`config.mk`:
```
export PLATFORM = sky130hd
export DESIGN_NAME = cache_mem_arbiter_flat
export DESIGN_NICKNAME = d
export VERILOG_FILES = /design/src/rtl/cache_mem_arbiter_pkg.sv /design/src/rtl/cache_mem_arbiter_if.sv /design/src/rtl/cache_mem_arbiter_rr2.sv /design/src/rtl/cache_mem_arbiter.sv /design/src/flat_wrapper.sv
export SDC_FILE = /design/constraint.sdc
export NUM_CORES = 1
export LEC_CHECK = 0
export CORE_AREA = 3 3 288 290
export DETAILED_ROUTE_END_ITERATION = 12
export DIE_AREA = 0 0 291 293
export GPL_TIMING_DRIVEN = 0
export PLACE_DENSITY = 0.35
export SYNTH_ARGS = -nofsm -noshare
export SYNTH_HDL_FRONTEND = slang
export SYNTH_SLANG_ARGS = --single-unit
```
`constraint.sdc`:
```
create_clock -name clk -period 3.7 [get_ports clk]
set_clock_uncertainty 0.15 [all_clocks]
set_input_delay 0.74 -clock clk [delete_from_list [all_inputs] [get_ports clk]]
set_output_delay 0.74 -clock clk [all_outputs]
set_load 0.05 [all_outputs]
```
`src/rtl/cache_mem_arbiter_pkg.sv`:
```
// Shared encodings and defaults for the I-cache / D-cache main-memory arbiter.
package cache_mem_arbiter_pkg;

  localparam int unsigned ARB_AW    = 28;
  localparam int unsigned ARB_DW    = 128;
  localparam int unsigned ARB_BURST = 4;

  // Arbiter FSM states.
  typedef enum logic [1:0] {
    ARB_IDLE  = 2'd0,
    ARB_CMD   = 2'd1,
    ARB_RDATA = 2'd2,
    ARB_WDATA = 2'd3
  } arb_state_e;

  // Which cache currently owns the memory port.
  typedef enum logic {
    ARB_OWN_IC = 1'b0,
    ARB_OWN_DC = 1'b1
  } arb_owner_e;

  // Two-way round-robin choice: a lone requester always wins; on a
  // conflict the requester that did not win last time gets the port.
  function automatic arb_owner_e rr2_pick(input logic ic_v, input logic dc_v,
                                          input arb_owner_e last);
    arb_owner_e pick;
    pick = ARB_OWN_IC;
    if (ic_v && dc_v) begin
      if (last == ARB_OWN_IC) pick = ARB_OWN_DC;
      else                    pick = ARB_OWN_IC;
    end else if (dc_v) begin
      pick = ARB_OWN_DC;
    end
    return pick;
  endfunction

endpackage

```
`src/rtl/cache_mem_arbiter_if.sv`:
```
// Bundle of the I-cache, D-cache and main-memory handshakes seen by the arbiter.
//
// Handshake semantics (every *_valid / *_ready pair): a transfer happens on
// a rising clock edge where valid and ready are both high. The source holds
// valid and its payload stable until that edge; ready may depend
// combinationally on valid. mem_resp_valid has no ready: the memory pushes
// a read beat and it must be taken in that cycle.
//
// master: the arbiter. slave: the caches and memory around it.
interface cache_mem_arbiter_if #(
  parameter int AW = 28,
  parameter int DW = 128
);
  // I-cache read command and read beats
  logic          ic_req_valid;
  logic          ic_req_ready;
  logic [AW-1:0] ic_req_addr;
  logic          ic_resp_valid;
  logic [DW-1:0] ic_resp_data;

  // D-cache command, write beats and read beats
  logic          dc_req_valid;
  logic          dc_req_ready;
  logic          dc_req_rnw;
  logic [AW-1:0] dc_req_addr;
  logic          dc_wdata_valid;
  logic          dc_wdata_ready;
  logic [DW-1:0] dc_wdata;
  logic          dc_resp_valid;
  logic [DW-1:0] dc_resp_data;

  // Main-memory command, write beats and read beats
  logic          mem_req_valid;
  logic          mem_req_ready;
  logic          mem_req_rnw;
  logic [AW-1:0] mem_req_addr;
  logic          mem_wdata_valid;
  logic          mem_wdata_ready;
  logic [DW-1:0] mem_wdata;
  logic          mem_resp_valid;
  logic [DW-1:0] mem_resp_data;

  modport master (
    input  ic_req_valid, ic_req_addr,
    output ic_req_ready, ic_resp_valid, ic_resp_data,
    input  dc_req_valid, dc_req_rnw, dc_req_addr, dc_wdata_valid, dc_wdata,
    output dc_req_ready, dc_wdata_ready, dc_resp_valid, dc_resp_data,
    output mem_req_valid, mem_req_rnw, mem_req_addr, mem_wdata_valid, mem_wdata,
    input  mem_req_ready, mem_wdata_ready, mem_resp_valid, mem_resp_data
  );

  modport slave (
    output ic_req_valid, ic_req_addr,
    input  ic_req_ready, ic_resp_valid, ic_resp_data,
    output dc_req_valid, dc_req_rnw, dc_req_addr, dc_wdata_valid, dc_wdata,
    input  dc_req_ready, dc_wdata_ready, dc_resp_valid, dc_resp_data,
    input  mem_req_valid, mem_req_rnw, mem_req_addr, mem_wdata_valid, mem_wdata,
    output mem_req_ready, mem_wdata_ready, mem_resp_valid, mem_resp_data
  );

endinterface

```
`src/rtl/cache_mem_arbiter_rr2.sv`:
```
// arb_rr2: two-way round-robin picker that remembers who won the last grant.
module arb_rr2
  import cache_mem_arbiter_pkg::*;
(
  input  logic       clk,
  input  logic       reset,
  input  logic       ic_valid,
  input  logic       dc_valid,
  input  logic       grant_en,   // the owner is latched this cycle
  output logic       gnt_valid,
  output arb_owner_e gnt_owner
);

  arb_owner_e last_q;

  // Candidate winner for this cycle, from the current requests and history.
  always_comb begin
    gnt_valid = ic_valid | dc_valid;
    gnt_owner = rr2_pick(ic_valid, dc_valid, last_q);
  end

  // History only moves when a grant is actually taken; starts at IC so the
  // first conflict after reset goes to the D-cache.
  always_ff @(posedge clk) begin
    if (reset) begin
      last_q <= ARB_OWN_IC;
    end else if (grant_en && gnt_valid) begin
      last_q <= gnt_owner;
    end
  end

endmodule

```
`src/rtl/cache_mem_arbiter.sv`:
```
// cache_mem_arbiter: shares the single main-memory port between the I-cache
// refill path and the D-cache refill/writeback path. One burst at a time:
// grant, forward the command, count the beats, route data, release.
module cache_mem_arbiter
  import cache_mem_arbiter_pkg::*;
#(
  parameter int AW    = ARB_AW,
  parameter int DW    = ARB_DW,
  parameter int BURST = ARB_BURST
) (
  input  logic                clk,
  input  logic                reset,
  cache_mem_arbiter_if.master bus,
  output logic                busy,
  output arb_state_e          state_dbg,
  output arb_owner_e          owner_dbg
);

  localparam int            CW        = $clog2(BURST) + 1;
  localparam logic [CW-1:0] LAST_BEAT = CW'(BURST - 1);
  localparam logic [DW-1:0] ZERO_DATA = '0;

  arb_state_e    state_q, state_d;
  arb_owner_e    owner_q, owner_d;
  logic          rnw_q, rnw_d;
  logic [AW-1:0] addr_q, addr_d;
  logic [CW-1:0] cnt_q, cnt_d;

  logic          gnt_valid;
  arb_owner_e    gnt_owner;
  logic          grant_en;
  logic          wbeat;

  arb_rr2 u_rr2 (
    .clk       (clk),
    .reset     (reset),
    .ic_valid  (bus.ic_req_valid),
    .dc_valid  (bus.dc_req_valid),
    .grant_en  (grant_en),
    .gnt_valid (gnt_valid),
    .gnt_owner (gnt_owner)
  );

  // A write beat moves only when the D-cache offers it and memory takes it.
  assign wbeat = bus.dc_wdata_valid & bus.mem_wdata_ready;

  // Next-state logic: grant in IDLE, wait for the memory command handshake,
  // then count read or write beats until the burst is complete.
  always_comb begin
    state_d  = state_q;
    owner_d  = owner_q;
    rnw_d    = rnw_q;
    addr_d   = addr_q;
    cnt_d    = cnt_q;
    grant_en = 1'b0;
    case (state_q)
      ARB_IDLE: begin
        if (gnt_valid) begin
          grant_en = 1'b1;
          owner_d  = gnt_owner;
          state_d  = ARB_CMD;
          if (gnt_owner == ARB_OWN_DC) begin
            rnw_d  = bus.dc_req_rnw;
            addr_d = bus.dc_req_addr;
          end else begin
            // The I-cache only ever reads.
            rnw_d  = 1'b1;
            addr_d = bus.ic_req_addr;
          end
        end
      end
      ARB_CMD: begin
        if (bus.mem_req_ready) begin
          cnt_d   = '0;
          state_d = rnw_q ? ARB_RDATA : ARB_WDATA;
        end
      end
      ARB_RDATA: begin
        if (bus.mem_resp_valid) begin
          cnt_d = cnt_q + CW'(1);
          if (cnt_q == LAST_BEAT) state_d = ARB_IDLE;
        end
      end
      ARB_WDATA: begin
        if (wbeat) begin
          cnt_d = cnt_q + CW'(1);
          if (cnt_q == LAST_BEAT) state_d = ARB_IDLE;
        end
      end
      default: begin
        state_d = ARB_IDLE;
      end
    endcase
  end

  // State, latched command and beat counter; reset clears everything so the
  // command outputs read back as zero.
  always_ff @(posedge clk) begin
    if (reset) begin
      state_q <= ARB_IDLE;
      owner_q <= ARB_OWN_IC;
      rnw_q   <= 1'b0;
      addr_q  <= '0;
      cnt_q   <= '0;
    end else begin
      state_q <= state_d;
      owner_q <= owner_d;
      rnw_q   <= rnw_d;
      addr_q  <= addr_d;
      cnt_q   <= cnt_d;
    end
  end

  // Output decode: each path is opened only in the state that owns it, so
  // stray memory beats outside RDATA and early write data are ignored.
  always_comb begin
    bus.ic_req_ready    = 1'b0;
    bus.ic_resp_valid   = 1'b0;
    bus.ic_resp_data    = ZERO_DATA;
    bus.dc_req_ready    = 1'b0;
    bus.dc_wdata_ready  = 1'b0;
    bus.dc_resp_valid   = 1'b0;
    bus.dc_resp_data    = ZERO_DATA;
    bus.mem_req_valid   = 1'b0;
    bus.mem_req_rnw     = rnw_q;
    bus.mem_req_addr    = addr_q;
    bus.mem_wdata_valid = 1'b0;
    bus.mem_wdata       = ZERO_DATA;
    case (state_q)
      ARB_CMD: begin
        bus.mem_req_valid = 1'b1;
        if (owner_q == ARB_OWN_DC) bus.dc_req_ready = bus.mem_req_ready;
        else                       bus.ic_req_ready = bus.mem_req_ready;
      end
      ARB_RDATA: begin
        if (bus.mem_resp_valid) begin
          if (owner_q == ARB_OWN_DC) begin
            bus.dc_resp_valid = 1'b1;
            bus.dc_resp_data  = bus.mem_resp_data;
          end else begin
            bus.ic_resp_valid = 1'b1;
            bus.ic_resp_data  = bus.mem_resp_data;
          end
        end
      end
      ARB_WDATA: begin
        bus.mem_wdata_valid = bus.dc_wdata_valid;
        bus.dc_wdata_ready  = bus.mem_wdata_ready;
        bus.mem_wdata       = bus.dc_wdata;
      end
      default: begin
      end
    endcase
  end

  assign busy      = (state_q != ARB_IDLE);
  assign state_dbg = state_q;
  assign owner_dbg = owner_q;

endmodule
```
`src/flat_wrapper.sv`:
```
// flat-port wrapper written by rule: the top's interface ports become plain ports
module cache_mem_arbiter_flat import cache_mem_arbiter_pkg::*;
#(
  parameter int AW    = ARB_AW,
  parameter int DW    = ARB_DW,
  parameter int BURST = ARB_BURST
)
  (clk, reset, busy, state_dbg, owner_dbg, bus_ic_req_valid, bus_ic_req_addr, bus_ic_req_ready, bus_ic_resp_valid, bus_ic_resp_data, bus_dc_req_valid, bus_dc_req_rnw, bus_dc_req_addr, bus_dc_wdata_valid, bus_dc_wdata, bus_dc_req_ready, bus_dc_wdata_ready, bus_dc_resp_valid, bus_dc_resp_data, bus_mem_req_valid, bus_mem_req_rnw, bus_mem_req_addr, bus_mem_wdata_valid, bus_mem_wdata, bus_mem_req_ready, bus_mem_wdata_ready, bus_mem_resp_valid, bus_mem_resp_data);
  cache_mem_arbiter_if #(.AW(AW), .DW(DW)) bus_i ();
  input  logic clk;
  input  logic reset;
  output logic busy;
  output arb_state_e state_dbg;
  output arb_owner_e owner_dbg;
  input wire logic [$bits(bus_i.ic_req_valid)-1:0] bus_ic_req_valid;
  input wire logic [$bits(bus_i.ic_req_addr)-1:0] bus_ic_req_addr;
  output wire logic [$bits(bus_i.ic_req_ready)-1:0] bus_ic_req_ready;
  output wire logic [$bits(bus_i.ic_resp_valid)-1:0] bus_ic_resp_valid;
  output wire logic [$bits(bus_i.ic_resp_data)-1:0] bus_ic_resp_data;
  input wire logic [$bits(bus_i.dc_req_valid)-1:0] bus_dc_req_valid;
  input wire logic [$bits(bus_i.dc_req_rnw)-1:0] bus_dc_req_rnw;
  input wire logic [$bits(bus_i.dc_req_addr)-1:0] bus_dc_req_addr;
  input wire logic [$bits(bus_i.dc_wdata_valid)-1:0] bus_dc_wdata_valid;
  input wire logic [$bits(bus_i.dc_wdata)-1:0] bus_dc_wdata;
  output wire logic [$bits(bus_i.dc_req_ready)-1:0] bus_dc_req_ready;
  output wire logic [$bits(bus_i.dc_wdata_ready)-1:0] bus_dc_wdata_ready;
  output wire logic [$bits(bus_i.dc_resp_valid)-1:0] bus_dc_resp_valid;
  output wire logic [$bits(bus_i.dc_resp_data)-1:0] bus_dc_resp_data;
  output wire logic [$bits(bus_i.mem_req_valid)-1:0] bus_mem_req_valid;
  output wire logic [$bits(bus_i.mem_req_rnw)-1:0] bus_mem_req_rnw;
  output wire logic [$bits(bus_i.mem_req_addr)-1:0] bus_mem_req_addr;
  output wire logic [$bits(bus_i.mem_wdata_valid)-1:0] bus_mem_wdata_valid;
  output wire logic [$bits(bus_i.mem_wdata)-1:0] bus_mem_wdata;
  input wire logic [$bits(bus_i.mem_req_ready)-1:0] bus_mem_req_ready;
  input wire logic [$bits(bus_i.mem_wdata_ready)-1:0] bus_mem_wdata_ready;
  input wire logic [$bits(bus_i.mem_resp_valid)-1:0] bus_mem_resp_valid;
  input wire logic [$bits(bus_i.mem_resp_data)-1:0] bus_mem_resp_data;
  assign bus_i.ic_req_valid = bus_ic_req_valid;
  assign bus_i.ic_req_addr = bus_ic_req_addr;
  assign bus_ic_req_ready = bus_i.ic_req_ready;
  assign bus_ic_resp_valid = bus_i.ic_resp_valid;
  assign bus_ic_resp_data = bus_i.ic_resp_data;
  assign bus_i.dc_req_valid = bus_dc_req_valid;
  assign bus_i.dc_req_rnw = bus_dc_req_rnw;
  assign bus_i.dc_req_addr = bus_dc_req_addr;
  assign bus_i.dc_wdata_valid = bus_dc_wdata_valid;
  assign bus_i.dc_wdata = bus_dc_wdata;
  assign bus_dc_req_ready = bus_i.dc_req_ready;
  assign bus_dc_wdata_ready = bus_i.dc_wdata_ready;
  assign bus_dc_resp_valid = bus_i.dc_resp_valid;
  assign bus_dc_resp_data = bus_i.dc_resp_data;
  assign bus_mem_req_valid = bus_i.mem_req_valid;
  assign bus_mem_req_rnw = bus_i.mem_req_rnw;
  assign bus_mem_req_addr = bus_i.mem_req_addr;
  assign bus_mem_wdata_valid = bus_i.mem_wdata_valid;
  assign bus_mem_wdata = bus_i.mem_wdata;
  assign bus_i.mem_req_ready = bus_mem_req_ready;
  assign bus_i.mem_wdata_ready = bus_mem_wdata_ready;
  assign bus_i.mem_resp_valid = bus_mem_resp_valid;
  assign bus_i.mem_resp_data = bus_mem_resp_data;
  cache_mem_arbiter #(.AW(AW), .DW(DW), .BURST(BURST)) u_core (.clk(clk), .reset(reset), .bus(bus_i), .busy(busy), .state_dbg(state_dbg), .owner_dbg(owner_dbg));
endmodule
```
### Yosys cells after proc, flatten, opt, wreduce, memory -nomap -nowiden

Cells that the tools add are included.

* flip-flop bits (word level): 36
* bits in latches: 0
* bits in writable memories: 0
* ROM bits: 0
* output and inout bits: 424
* memories kept: 0

* add/subtract/negate cells: 1
* $mul: 0
* divide/modulo/power cells: 0
* magnitude comparators: 0
* equal/unequal tests: 8
* shift-type cells: 0
* muxes and demuxes: 38
* bitwise gates (word level): 2
* reduce and logical (&&, ||, !) cells: 8

Operators with widths (count)
* $mux W128: 7
* $mux W28: 1
* $mux W1: 20
* $mux W2: 5
* $mux W3: 3
* $pmux W3 S3: 1
* $pmux W2 S4: 1
* $reduce_and A4 Y1: 2
* $ne A2 B2 Y1 const B: 3
* $eq A2 B2 Y1 const B: 2
* $add A3 B1 Y3 const B: 1
* $eq A3 B2 Y1 const B: 1
* $reduce_bool A3 Y1: 1
* $eq A2 B1 Y1 const B: 1
* $logic_and A1 B1 Y1: 2
* $logic_not A2 Y1: 1
* $ne A2 B1 Y1 const B: 1
* $reduce_and A2 Y1: 1
* $reduce_bool A2 Y1: 1
* $and A1 B1 Y1: 1
* $or A1 B1 Y1: 1

### Depth between registers and ports, before layout

* depth after elaboration: 4
* depth in mapped cells: 6
* gate-level depth less buffers: 5

### Modules after synthesis

Synthesis repeated with hierarchy kept, for this count alone.

* cell total of the unflattened synthesis: 634
* area, all modules: 4384.2 um^2

Modules (own cells, without submodules)
* cache_mem_arbiter: times used 1, cells an instance 628, area each 4324.1 um^2, sequential area each 700.7 um^2
* arb_rr2: times used 1, cells an instance 6, area each 60.1 um^2, sequential area each 20.0 um^2

### Least setup slack after synthesis

Ideal clock, no wire load.

* kind: register to output
* start point: reg u_core.state_q[1], in the netlist u_core.state_dbg[1]
* end point: out bus_dc_resp_data[118]
* arrival: 2.113 ns
* slack: 0.697 ns
* stages on the path, launching flop included: 5
* path buffers: 1
* cell sequence: dfxtp_1 nand3b_1 nor2_1 clkbuf_1 and2_1

* word-level cells in the longest chain between the ends: 2

Ends and longest elaborated chain
* from (decl): line cache_mem_arbiter.sv:23 `arb_state_e state_q, state_d;`
* from (signal assigned): line cache_mem_arbiter.sv:106 `state_q <= state_d;`
* $eq A2 B2 Y1: line cache_mem_arbiter.sv:129 `case (state_q)`
* $mux W128: line cache_mem_arbiter.sv:129
* to (decl): line flat_wrapper.sv:28 `output wire logic [$bits(bus_i.dc_resp_data)-1:0] bus_dc_resp_data;`

Every way passes these cells.

### Final worst setup path

* start point: in bus_mem_resp_valid
* end point: out bus_dc_resp_data[119]

* word-level cells in the longest chain between the ends: 2

Ends and longest elaborated chain
* from (decl): line flat_wrapper.sv:36 `input wire logic [$bits(bus_i.mem_resp_valid)-1:0] bus_mem_resp_valid;`
* $mux W128: line cache_mem_arbiter.sv:136 `if (bus.mem_resp_valid) begin`
* $mux W128: line cache_mem_arbiter.sv:129

Every way passes these cells.

==> results.json <==
{
  "worst-slew-pin-transition_ps": 690,
  "nFillCells": 9305,
  "cp-end-kind": "output pin",
  "worst_ir_drop_vdd_v": 0.000221,
  "crit_path_cell_trace": "clkdlybuf4s50_1 > nand3b_1 > nor2_4 > buf_4 > clkbuf_2 > and2_1 > clkdlybuf4s15_1",
  "design.die.area_um2": 85300,
  "max_clock_freq_mhz": 278,
  "core.rowCount": 104,
  "rsz0062_at_grt": "no",
  "die_width_um": 291,
  "ys_types": 30,
  "synth-edff-count": 0,
  "dominantRegCellSynth": "dfxtp_1",
  "setup_violations": 0,
  "worstSetupPathType": "in2out",
  "tritoncts_clock_tree": "done",
  "cts_hold_buffers": 0,
  "dr.first_iter.drc_count": 251,
  "timing.hold.worst.class": "reg2reg",
  "r2r_end": "u_core.bus.mem_req_addr[25]$_SDFFE_PP0P_",
  "timing.critical_path.slowest_stage_cell": "clkdlybuf4s15_1",
  "vias_per_cell": 3.11,
  "slew-limit-headroom_pct": 54.0,
  "globalRouteTotalUtil_pct": 10.7,
  "buffer_ports.inserted": 743,
  "synth_async_sr_flop_share_pct": 0,
  "clock_sinks": 35,
  "static-leakage-power_nw": 6.42,
  "gp_congestion": 0.937,
  "worst_path_top_cell_family_by_delay": "buffers and inverters",
  "ys_seq_elements": 35,
  "postRouteWirelength_um": 49000,
  "numCtsBuffers": 5,
  "worst_hold_path.num_cells": 2,
  "totalPowerFinal_mw": 2.79,
  "drt_first_pass_iters": 5,
  "antenna_violations_before_repair": 19,
  "final_period_minus_worst_setup_slack_ps": 3600,
  "antenna_left": 0,
  "maximum_number_of_pins_on_one_net_before_global_route_repair": 11,
  "critical_path.startpoint_type": "input pin",
  "ios": 745,
  "detail_route.wl_per_cell_um": 19.8,
  "grt_pass1_vias": 8127,
  "drc": 0,
  "crit_buf_inv": 4,
  "timing.final.crit_share_pct": 97.2,
  "netlist_area_pre_place_um2": 4410,
  "hold_path.startpoint": "u_core.cnt_q[1]$_SDFFE_PP0P_",
  "cts_max_level": 2,
  "path_clk_slew_ps": 50,
  "synth.avg_cell_area_um2": 6.72,
  "synthesis.nets": 980,
  "core_region_area_um2": 80500,
  "final_layout_size_suffix_gt1_share_pct": 20.9,
  "syn-instance-count": 657,
  "dp_hpwl_um": 43900,
  "slack_of_the_critical_path_ps": 104,
  "pre_cts_slack_ps": -1420,
  "timing_hold_violations_final": 0,
  "global_route.overflow_total": 0,
  "timing.max_cap.violations": 0,
  "synth_seq_area_share_pct": 15.9,
  "via_count": 7688,
  "result_of_the_run": "completed",
  "slowest_delay_ps": 520,
  "setup_tns_ps": 0,
  "grt_first_pass_wirelength_um": 66600,
  "syn2layout_area_growth_pct": 182,
  "clock_insertion_delay_worst_skew_ps": 280,
  "ctsRootBufferMaster": "clkbuf_16",
  "cp_arrival_ps": 2710,
  "crit_required_ps": 2810,
  "fp.dieH_um": 293,
  "min_delay_worst_endpoint": "u_core.cnt_q[1]$_SDFFE_PP0P_",
  "cp_max_fo": 10,
  "reg2regPathDepth": 4,
  "initial_standard_cell_utilization_of_the_core_pct": 5.48,
  "power-per-cell-area_nw_per_um2": 224,
  "finalNetCount": 1735,
  "reg2reg_setup_slack_ps": 1930,
  "synth-warning-count": 0,
  "slew_violations": 0,
  "cts_max_path_buffers": 2,
  "worstReg2RegStart": "u_core.state_dbg[1]$_SDFFE_PP0P_"
}
==> worst register-to-register path, delay by kind of cell, from the launching register on <==
family	cells	cell delay, ps
flip-flops	1	360
AND/OR/NAND/NOR	1	300
AO/OA/AOI/OAI	2	420
buffers and inverters	1	450
==> cells by family after synthesis <==
kind of cell | share of synthesized area [%]
adders and majority gates | 0.567
buffers and inverters | 8.22
AOI/OAI and AO/OA | 12.0
muxes | 1.19
DFF | 15.9
and+or+nand+nor | 62.2
==> placed cells by master, fill, tap and decap left out, types with 3 or more instances in the layout <==
cell	synthesis	final
nor2b_1	3	3
nand2_1	60	60
a311oi_1	19	19
dlygate4sd2_1	0	42
diode_2	0	3
clkbuf_1	49	35
dfxtp_1	35	35
clkbuf_4	0	24
nor2_1	7	5
dlymetal6s2s_1	0	30
clkdlybuf4s50_1	0	433
mux2i_1	3	3
and3_1	132	132
clkbuf_2	13	21
clkdlybuf4s15_1	0	14
a311oi_2	10	10
inv_1	5	5
a21oi_1	30	30
clkbuf_16	0	5
buf_4	1	18
buf_2	13	197
buf_6	2	5
clkdlybuf4s15_2	0	5
and2_1	257	257
==> where the power goes <==
group	switching [mW]	internal (mW)	total, mW
registers	0.0421	0.439	0.481
clock network	0.162	0.242	0.404
logic	1.18	0.720	1.90
==> flip-flops by register name (all words and copies together), names as in the netlist <==
register,cells
u_core.bus.mem_req_addr,28
u_core.cnt_q,3
u_core.state_dbg,2
u_core.bus.mem_req_rnw,1
u_core.owner_dbg,1
==> layer usage <==
metal | up-vias | track usage (%) | wire, um
met4 | 10 | 1.37 | 588
met3 | 38 | 3.54 | 4740
met2 | 419 | 18.9 | 23900
met5 | - | 0 | 52
li1 | 3698 | - | -
met1 | 3523 | 13.0 | 19700
==> what timing repair did <==
item	4_1_cts	5_1_grt
endpoints found under the setup margin	319	188
pin swaps	2	0
resized for setup	1056	214
gates cloned	0	0
setup buffers	5	0
==> Yosys cell counts (3+ instances only) <==
master      n  area, um2
nor2b_1     3       18.8
inv_1       5       18.8
a21oi_1    30        150
and2_1    257       1610
a311oi_1   19        166
mux2i_1     3       30.0
nand2_1    60        225
nor2_1      7       26.3
clkbuf_1   49        184
buf_2      13       65.1
a311oi_2   10        150
clkbuf_2   13       65.1
and3_1    132        826
dfxtp_1    35        701
==> per-stage QoR <==
stage	util, %	hold WS [ps]	cell area, um2	cells
floorplan	-	300	4410	657
detailed placement	16.4	332	13200	2460
global route	15.5	363	12500	2471
finish	15.5	332	12500	2474
global placement	16.4	319	13200	2460
CTS	15.8	339	12800	2471
==> worst max path at each step <==
stage | startpoint | end | slack (ps) | depth (start not counted)
5_1_grt | bus_mem_resp_valid | bus_ic_resp_data[126] | 0.1 | 7
3_5_place_dp | bus_mem_resp_valid | bus_ic_resp_data[103] | -1420 | 7
3_3_place_gp | bus_mem_resp_valid | bus_ic_resp_data[103] | -1410 | 7
2_1_floorplan | u_core.state_dbg[1]$_SDFFE_PP0P_ | bus_dc_resp_data[118] | 700 | 4
4_1_cts | bus_mem_resp_valid | bus_dc_resp_data[91] | 0.6 | 8
6_report | bus_mem_resp_valid | bus_dc_resp_data[119] | 100 | 7
==> area by class of cell <==
cell class                 count  area (um2)  share of cell area [%]
antenna                        3        7.51                  0.0602
buffer                        78         409                    3.28
clock buffer                   6         129                    1.03
inverter                       5        18.8                   0.151
multi-input combinational    539        3370                    27.0
sequential                    35         701                    5.62
tap                         1060        1330                    10.6
timing repair buffer         748        6500                    52.2
No activity file was read; power rests on OpenSTA's default activity.
